File: src/rtl/scp_pkg.sv
// Shared state encodings and parameter defaults for the scp_079_multi block.
package scp_pkg;

    // FSM state codes; 6 and 7 are unused and recover to IDLE.
    localparam logic [2:0] S_IDLE    = 3'd0;
    localparam logic [2:0] S_OK      = 3'd1;
    localparam logic [2:0] S_ATTACK  = 3'd2;
    localparam logic [2:0] S_TAMPER  = 3'd3;
    localparam logic [2:0] S_LOCK    = 3'd4;
    localparam logic [2:0] S_RECOVER = 3'd5;

    // Parameter defaults.
    localparam int TIMER_W_DEF     = 6;
    localparam int N_ALARM_DEF     = 3;
    localparam int T_ATTACK_DEF    = 40;
    localparam int T_ESC_DEF       = 8;
    localparam int T_RECOVER_DEF   = 20;
    localparam int CHEAT_LIMIT_DEF = 3;

endpackage

File: src/rtl/scp_phase_timer.sv
// Saturating per-phase cycle counter with synchronous clear and hold.
module scp_phase_timer #(
    parameter int TIMER_W = 6
) (
    input  logic               clock,
    input  logic               reset,
    input  logic               clear,
    input  logic               hold,
    output logic [TIMER_W-1:0] count
);

    // Clear wins over hold; counting stops at all ones.
    always_ff @(posedge clock or posedge reset) begin
        if (reset)
            count <= '0;
        else if (clear)
            count <= '0;
        else if (!hold && count != '1)
            count <= count + TIMER_W'(1);
    end

endmodule

File: src/rtl/scp_079_multi.sv
// Status monitor FSM: tracks green/yellow/red levels through attack,
// tamper, lockdown and recovery phases, drives a thermometer alarm and
// honours a limited number of cheat (override) requests.
module scp_079_multi
    import scp_pkg::*;
#(
    parameter int TIMER_W     = TIMER_W_DEF,
    parameter int N_ALARM     = N_ALARM_DEF,
    parameter int T_ATTACK    = T_ATTACK_DEF,
    parameter int T_ESC       = T_ESC_DEF,
    parameter int T_RECOVER   = T_RECOVER_DEF,
    parameter int CHEAT_LIMIT = CHEAT_LIMIT_DEF
) (
    input  logic               clock,
    input  logic               reset,
    input  logic               green,
    input  logic               yellow,
    input  logic               red,
    input  logic               cheat_in,
    output logic [2:0]         state,
    output logic [TIMER_W-1:0] timer,
    output logic [N_ALARM-1:0] alarm,
    output logic               cheat_out,
    output logic               err
);

    localparam int T_MAX = (1 << TIMER_W) - 1;
    localparam int LVL_W = $clog2(N_ALARM + 1);
    localparam int CNT_W = (CHEAT_LIMIT < 1) ? 1 : $clog2(CHEAT_LIMIT + 1);

    localparam logic [TIMER_W-1:0] ATTACK_LAST  = TIMER_W'(T_ATTACK - 1);
    localparam logic [TIMER_W-1:0] ESC_LAST     = TIMER_W'(T_ESC - 1);
    localparam logic [TIMER_W-1:0] RECOVER_LAST = TIMER_W'(T_RECOVER - 1);
    localparam logic [LVL_W-1:0]   LVL_MAX      = LVL_W'(N_ALARM);
    localparam logic [CNT_W-1:0]   CNT_MAX      = CNT_W'(CHEAT_LIMIT);

    // Phase lengths must be reachable by the saturating timer.
    if (T_ATTACK > T_MAX || T_ESC > T_MAX || T_RECOVER > T_MAX) begin : g_bad_timing
        $error("scp_079_multi: phase length exceeds timer range");
    end

    logic [2:0]         state_d;
    logic [LVL_W-1:0]   level_q, level_d;
    logic [TIMER_W-1:0] esc_q, esc_d;
    logic [CNT_W-1:0]   cheats_q, cheats_d;
    logic [N_ALARM-1:0] alarm_d;
    logic               cheat_d, err_d;
    logic               hold, clear, one_hot;

    assign one_hot = ({green, yellow, red} == 3'b100) ||
                     ({green, yellow, red} == 3'b010) ||
                     ({green, yellow, red} == 3'b001);

    // Lowest (lvl+1) alarm bits set; naturally capped at all ones.
    function automatic logic [N_ALARM-1:0] therm(input logic [LVL_W-1:0] lvl);
        logic [N_ALARM-1:0] t;
        for (int i = 0; i < N_ALARM; i++)
            t[i] = (i <= int'(lvl));
        return t;
    endfunction

    // Next-state, cheat bookkeeping and escalation decisions.
    always_comb begin
        state_d  = state;
        level_d  = level_q;
        esc_d    = esc_q;
        cheats_d = cheats_q;
        cheat_d  = 1'b0;
        err_d    = 1'b0;
        hold     = 1'b0;

        case (state)
            S_IDLE: state_d = S_OK;
            S_OK, S_ATTACK, S_TAMPER, S_LOCK, S_RECOVER: begin
                if (!one_hot) begin
                    // Ambiguous status: flag it and freeze this cycle.
                    err_d = 1'b1;
                    hold  = 1'b1;
                end else if (red) begin
                    state_d = S_LOCK;
                end else begin
                    // Cheats only matter while under attack.
                    if (cheat_in && (state == S_ATTACK || state == S_TAMPER)) begin
                        if (cheats_q < CNT_MAX) begin
                            state_d  = S_RECOVER;
                            cheat_d  = 1'b1;
                            cheats_d = cheats_q + CNT_W'(1);
                        end else begin
                            err_d = 1'b1;
                        end
                    end
                    if (!cheat_d) begin
                        case (state)
                            S_OK:
                                if (yellow) state_d = S_ATTACK;
                            S_ATTACK:
                                if (green)
                                    state_d = S_RECOVER;
                                else if (timer == ATTACK_LAST)
                                    state_d = S_TAMPER;
                            S_TAMPER:
                                if (green) state_d = S_RECOVER;
                            S_LOCK:
                                if (green) state_d = S_RECOVER;
                            S_RECOVER:
                                if (yellow)
                                    state_d = S_ATTACK;
                                else if (timer == RECOVER_LAST)
                                    state_d = S_OK;
                            default: state_d = state;
                        endcase
                    end
                end
            end
            default: state_d = S_IDLE;
        endcase

        // Escalation only runs while staying in TAMPER; leaving resets it.
        if (state_d != S_TAMPER) begin
            level_d = '0;
            esc_d   = '0;
        end else if (state == S_TAMPER && !hold) begin
            if (esc_q == ESC_LAST) begin
                esc_d = '0;
                if (level_q != LVL_MAX)
                    level_d = level_q + LVL_W'(1);
            end else begin
                esc_d = esc_q + TIMER_W'(1);
            end
        end
    end

    assign clear = (state_d != state);

    // Alarm is computed from the next state so it lines up with state.
    always_comb begin
        alarm_d = '0;
        case (state_d)
            S_ATTACK: alarm_d[0] = 1'b1;
            S_TAMPER: alarm_d = therm(level_d);
            S_LOCK:   alarm_d = '1;
            default:  alarm_d = '0;
        endcase
    end

    // All outputs and bookkeeping registered; reset clears everything.
    always_ff @(posedge clock or posedge reset) begin
        if (reset) begin
            state     <= S_IDLE;
            level_q   <= '0;
            esc_q     <= '0;
            cheats_q  <= '0;
            alarm     <= '0;
            cheat_out <= 1'b0;
            err       <= 1'b0;
        end else begin
            state     <= state_d;
            level_q   <= level_d;
            esc_q     <= esc_d;
            cheats_q  <= cheats_d;
            alarm     <= alarm_d;
            cheat_out <= cheat_d;
            err       <= err_d;
        end
    end

    scp_phase_timer #(.TIMER_W(TIMER_W)) u_timer (
        .clock (clock),
        .reset (reset),
        .clear (clear),
        .hold  (hold),
        .count (timer)
    );

endmodule

File: config.mk
export PLATFORM = sky130hd
export DESIGN_NAME = scp_079_multi
export DESIGN_NICKNAME = d
export VERILOG_FILES = /design/src/rtl/scp_pkg.sv /design/src/rtl/scp_phase_timer.sv /design/src/rtl/scp_079_multi.sv
export SDC_FILE = /design/constraint.sdc
export NUM_CORES = 1
export LEC_CHECK = 0
export CORE_MARGIN = 2
export CORE_UTILIZATION = 59
export CTS_BUF_LIST = sky130_fd_sc_hd__clkbuf_2 sky130_fd_sc_hd__clkbuf_4 sky130_fd_sc_hd__clkbuf_8
export CTS_CLUSTER_SIZE = 16
export DETAILED_ROUTE_END_ITERATION = 7
export PLACE_DENSITY = 0.85
export SYNTH_ARGS = -nofsm -noshare
export SYNTH_HDL_FRONTEND = slang
export SYNTH_SLANG_ARGS = --single-unit
File: constraint.sdc
create_clock -name clock -period 3.43 [get_ports clock]
set_clock_uncertainty 0.15 [all_clocks]
set_input_delay 0.5145 -clock clock [delete_from_list [all_inputs] [get_ports clock]]
set_output_delay 0.5145 -clock clock [all_outputs]
set_load 0.03 [all_outputs]
==> flow_summary.json <==
{
  "status": "finished, final reports clean",
  "avgSynthCellArea_um2": 9.585,
  "hold_depth": 1,
  "power.internal_uw": 647.2,
  "cp_slowest_cell": "clkdlybuf4s50_1",
  "cts.clk_slew.worst_paths_ns": 0.13,
  "finalCriticalPeriod_ns": 2.489,
  "setup_viol": 0,
  "yosysSeqAreaShare": 0.4017,
  "reg2reg_to": "u_timer.count[2]$_DFFE_PP0P_",
  "startpoint_type": "primary input",
  "cts_tree": "done",
  "synth_top_cells_by_count": "dfrtp_1, nor2_1, nand2_1",
  "combPwrFrac": 0.438,
  "dr.first_iter.drc_count": 43,
  "rsz0062_at_grt": "no",
  "power_frac_seq": 0.377,
  "post_cts_buffers": 0,
  "clock_sinks": 24,
  "grt_pass1_vias": 1212,
  "dieArea_um2": 2953,
  "synthXorXnorAreaFrac": 0.04100,
  "clk_latency_ns": 0.31,
  "period_share": 0.7256,
  "synth_nets": 165,
  "fmax_mhz": 401.8,
  "dp_hpwl_mm": 2.420,
  "criticalPathCategory": "primary input to register",
  "routed_wl_mm": 3.326,
  "leakagePower_uw": 0.0006998,
  "drv_cap": 0,
  "num_rows": 18,
  "core-area_um2": 2432,
  "dr.pass1.iters": 4,
  "synth_top_area_frac": 0.4017,
  "mappedNetlistArea_um2": 1495,
  "holdWs_ns": 0.3298,
  "ant_nets": 0,
  "max_stage_delay_ns": 0.75,
  "cp.arrival_ns": 2.56,
  "initial_core_util": 0.6147,
  "synth.most_common_cell": "dfrtp_1",
  "ir_worst_vdd_mv": 0.4944,
  "pwr-share-clk": 0.186,
  "grt_overflow": 0,
  "power_switching_share": 0.3999,
  "grt_pass1_wl_mm": 5.126,
  "synth_top_family_by_area": "simple AND/OR/NAND/NOR gates",
  "async_flop_share": 1.000,
  "crit_chain": "clkdlybuf4s50_1 -> or3b_1 -> o21ai_1 -> nor3b_1 -> a31o_2 -> nor4_2",
  "p_switching_uw": 431.3,
  "synth.distinct_cells": 52,
  "powerDensity_nw_per_um2": 626.9,
  "final_cells": 202,
  "slew_headroom": 0.3892,
  "vias_per_cell": 6.500,
  "holdPathEnd": "cheats_q[0]$_DFFE_PP0P_",
  "rr_startpoint": "u_timer.count[0]$_DFFE_PP0P_",
  "antenna_found_initial": 0,
  "post_cts_resized": 0,
  "cts_buffer_depth": 2,
  "final_nets": 182,
  "hp-start": "cheats_q[0]$_DFFE_PP0P_",
  "synthSimpleGateAreaFrac": 0.2603,
  "vias": 1313,
  "ios": 20,
  "clock-root-buffer": "clkbuf_4",
  "syn_inst": 156,
  "crit_required_ns": 3.50,
  "path_buf_inv": 1,
  "chipWidth_um": 54.34,
  "report.final.slew_viol_count": 0,
  "area_growth_pct": 15.06,
  "antennaDiodeCount": 0,
  "drive_gt1_frac": 0.09884,
  "hp-class": "register to register",
  "grt_max_degree": 25,
  "ys_warn_count": 0,
  "hold_violations": 0,
  "endpoint_kind": "register",
  "r2r_slack_ns": 1.21,
  "ys.flop_type": "dfrtp_1",
  "synth_area_leaders": "dfrtp_1, xor2_1, nand2b_1",
  "yosys.area.top_type": "dfrtp_1",
  "setup_tns_ns": 0,
  "avgRoutedWirePerCell_um": 16.47,
  "die_h_um": 54.34,
  "cpLargestDelayFamily": "simple AND/OR/NAND/NOR gates",
  "synth_edf_count": 0,
  "ys_seq_elements": 24,
  "numCtsBuffers": 3,
  "cts_hold_buf": 0,
  "rr_worst_depth": 6,
  "worst_slew_pin_slew_ns": 0.9151,
  "synth_compound_area_frac": 0.1975,
  "synth_fa_ha_area_frac": 0.02510,
  "muxShareOfSynthArea": 0.02762,
  "final_util": 0.7073,
  "gp_congestion": 0.9105,
  "track_usage": 0.2420,
  "dp_cells": 198,
  "io_buffer_count": 19,
  "crit_path_max_fanout": 13,
  "drc": 0,
  "startpoint": "yellow",
  "htreeDepth": 1
}
[sequential cells by signal, summed over array words and instances (netlist names)]
name           count
esc_q              6
alarm              3
u_timer.count      6
level_q            2
cheats_q           2
cheat_out          1
err                1
state              3
[per-layer routing]
metal	up-vias	global-route usage	part of all wire
li1	617	-	-
met1	652	0.2925	0.43
met2	40	0.4317	0.52
met3	4	0.03279	0.038
met4	0	0.09583	0.0084
met5	-	0	0
[power groups by stage]
stage / logic [µW] / registers, µW / clock network [µW]
final: 472 / 406 / 200
after detailed placement: 465 / 411 / 0
after global routing: 506 / 415 / 216
after global placement: 454 / 406 / 0
after CTS: 470 / 405 / 205
after floorplan: 289 / 451 / 0
[how the worst max path moves through the flow]
stage                                               to  slack (ns)  cells past startpoint
final                     u_timer.count[2]$_DFFE_PP0P_        0.94                      6
after global routing              level_q[0]$_DFF_PP0_        0.84                      5
after CTS                         level_q[0]$_DFF_PP0_        0.99                      5
after detailed placement          level_q[0]$_DFF_PP0_        0.66                      5
after global placement    u_timer.count[3]$_DFFE_PP0P_        0.74                      6
after floorplan           u_timer.count[2]$_DFFE_PP0P_        1.26                      6
[worst register-to-register path, stage by stage (launching register included)]
cell and delay [ns]:
dfrtp_1 0.42, ha_1 0.24, or3b_1 0.40, o311a_1 0.33
nor3_2 0.18, o21ai_2 0.15, nor4_2 0.27
[cell usage in the layout, fill, tap and decap left out, types with 2 or more instances in the layout]
cell type        instances
o31ai_1                  2
a31oi_1                  3
nor3_1                   7
o22ai_1                  3
nor2_1                  10
and3_1                   3
xor2_1                   6
clkdlybuf4s50_1         19
nand2b_1                 7
inv_1                    4
nor3b_1                  3
nand3_1                  5
o21ai_2                  2
or3b_1                   3
o21ai_0                  4
or2_2                    2
nand2_1                  9
nor2b_1                  3
mux2i_1                  3
a21oi_1                  8
nand4_1                  5
or3_1                    3
clkbuf_4                 3
dfrtp_1                 24
ha_1                     3
a31o_2                   2
[cells by family after synthesis]
kind of cell,after synthesis
AND/OR/NAND/NOR,67
AO/OA/AOI/OAI,40
flip-flops,24
buffers and inverters,11
XOR/XNOR,7
multiplexers,4
adder cells (fa/ha/maj),3
[stage by stage]
stage	instance area, µm²	total power [µW]	worst slack (ns)
finish	1720	1079	0.9413
global route	1720	1137	0.8404
CTS	1720	1080	0.9904
detailed placement	1668	876.6	0.6650
global placement	1668	859.9	0.7430
floorplan	1495	740.5	1.264
[layout make-up]
| type | count | area (µm²) |
|---|---|---|
| multi-input cells | 121 | 824.5 |
| well taps | 30 | 37.54 |
| flip-flops and latches | 24 | 600.6 |
| inverters | 4 | 15.01 |
| clock inverters | 1 | 30.03 |
| repair buffers | 19 | 190.2 |
| fillers | 189 | 711.9 |
| clock buffers | 3 | 22.52 |
Power figures use the tool's default switching activity.
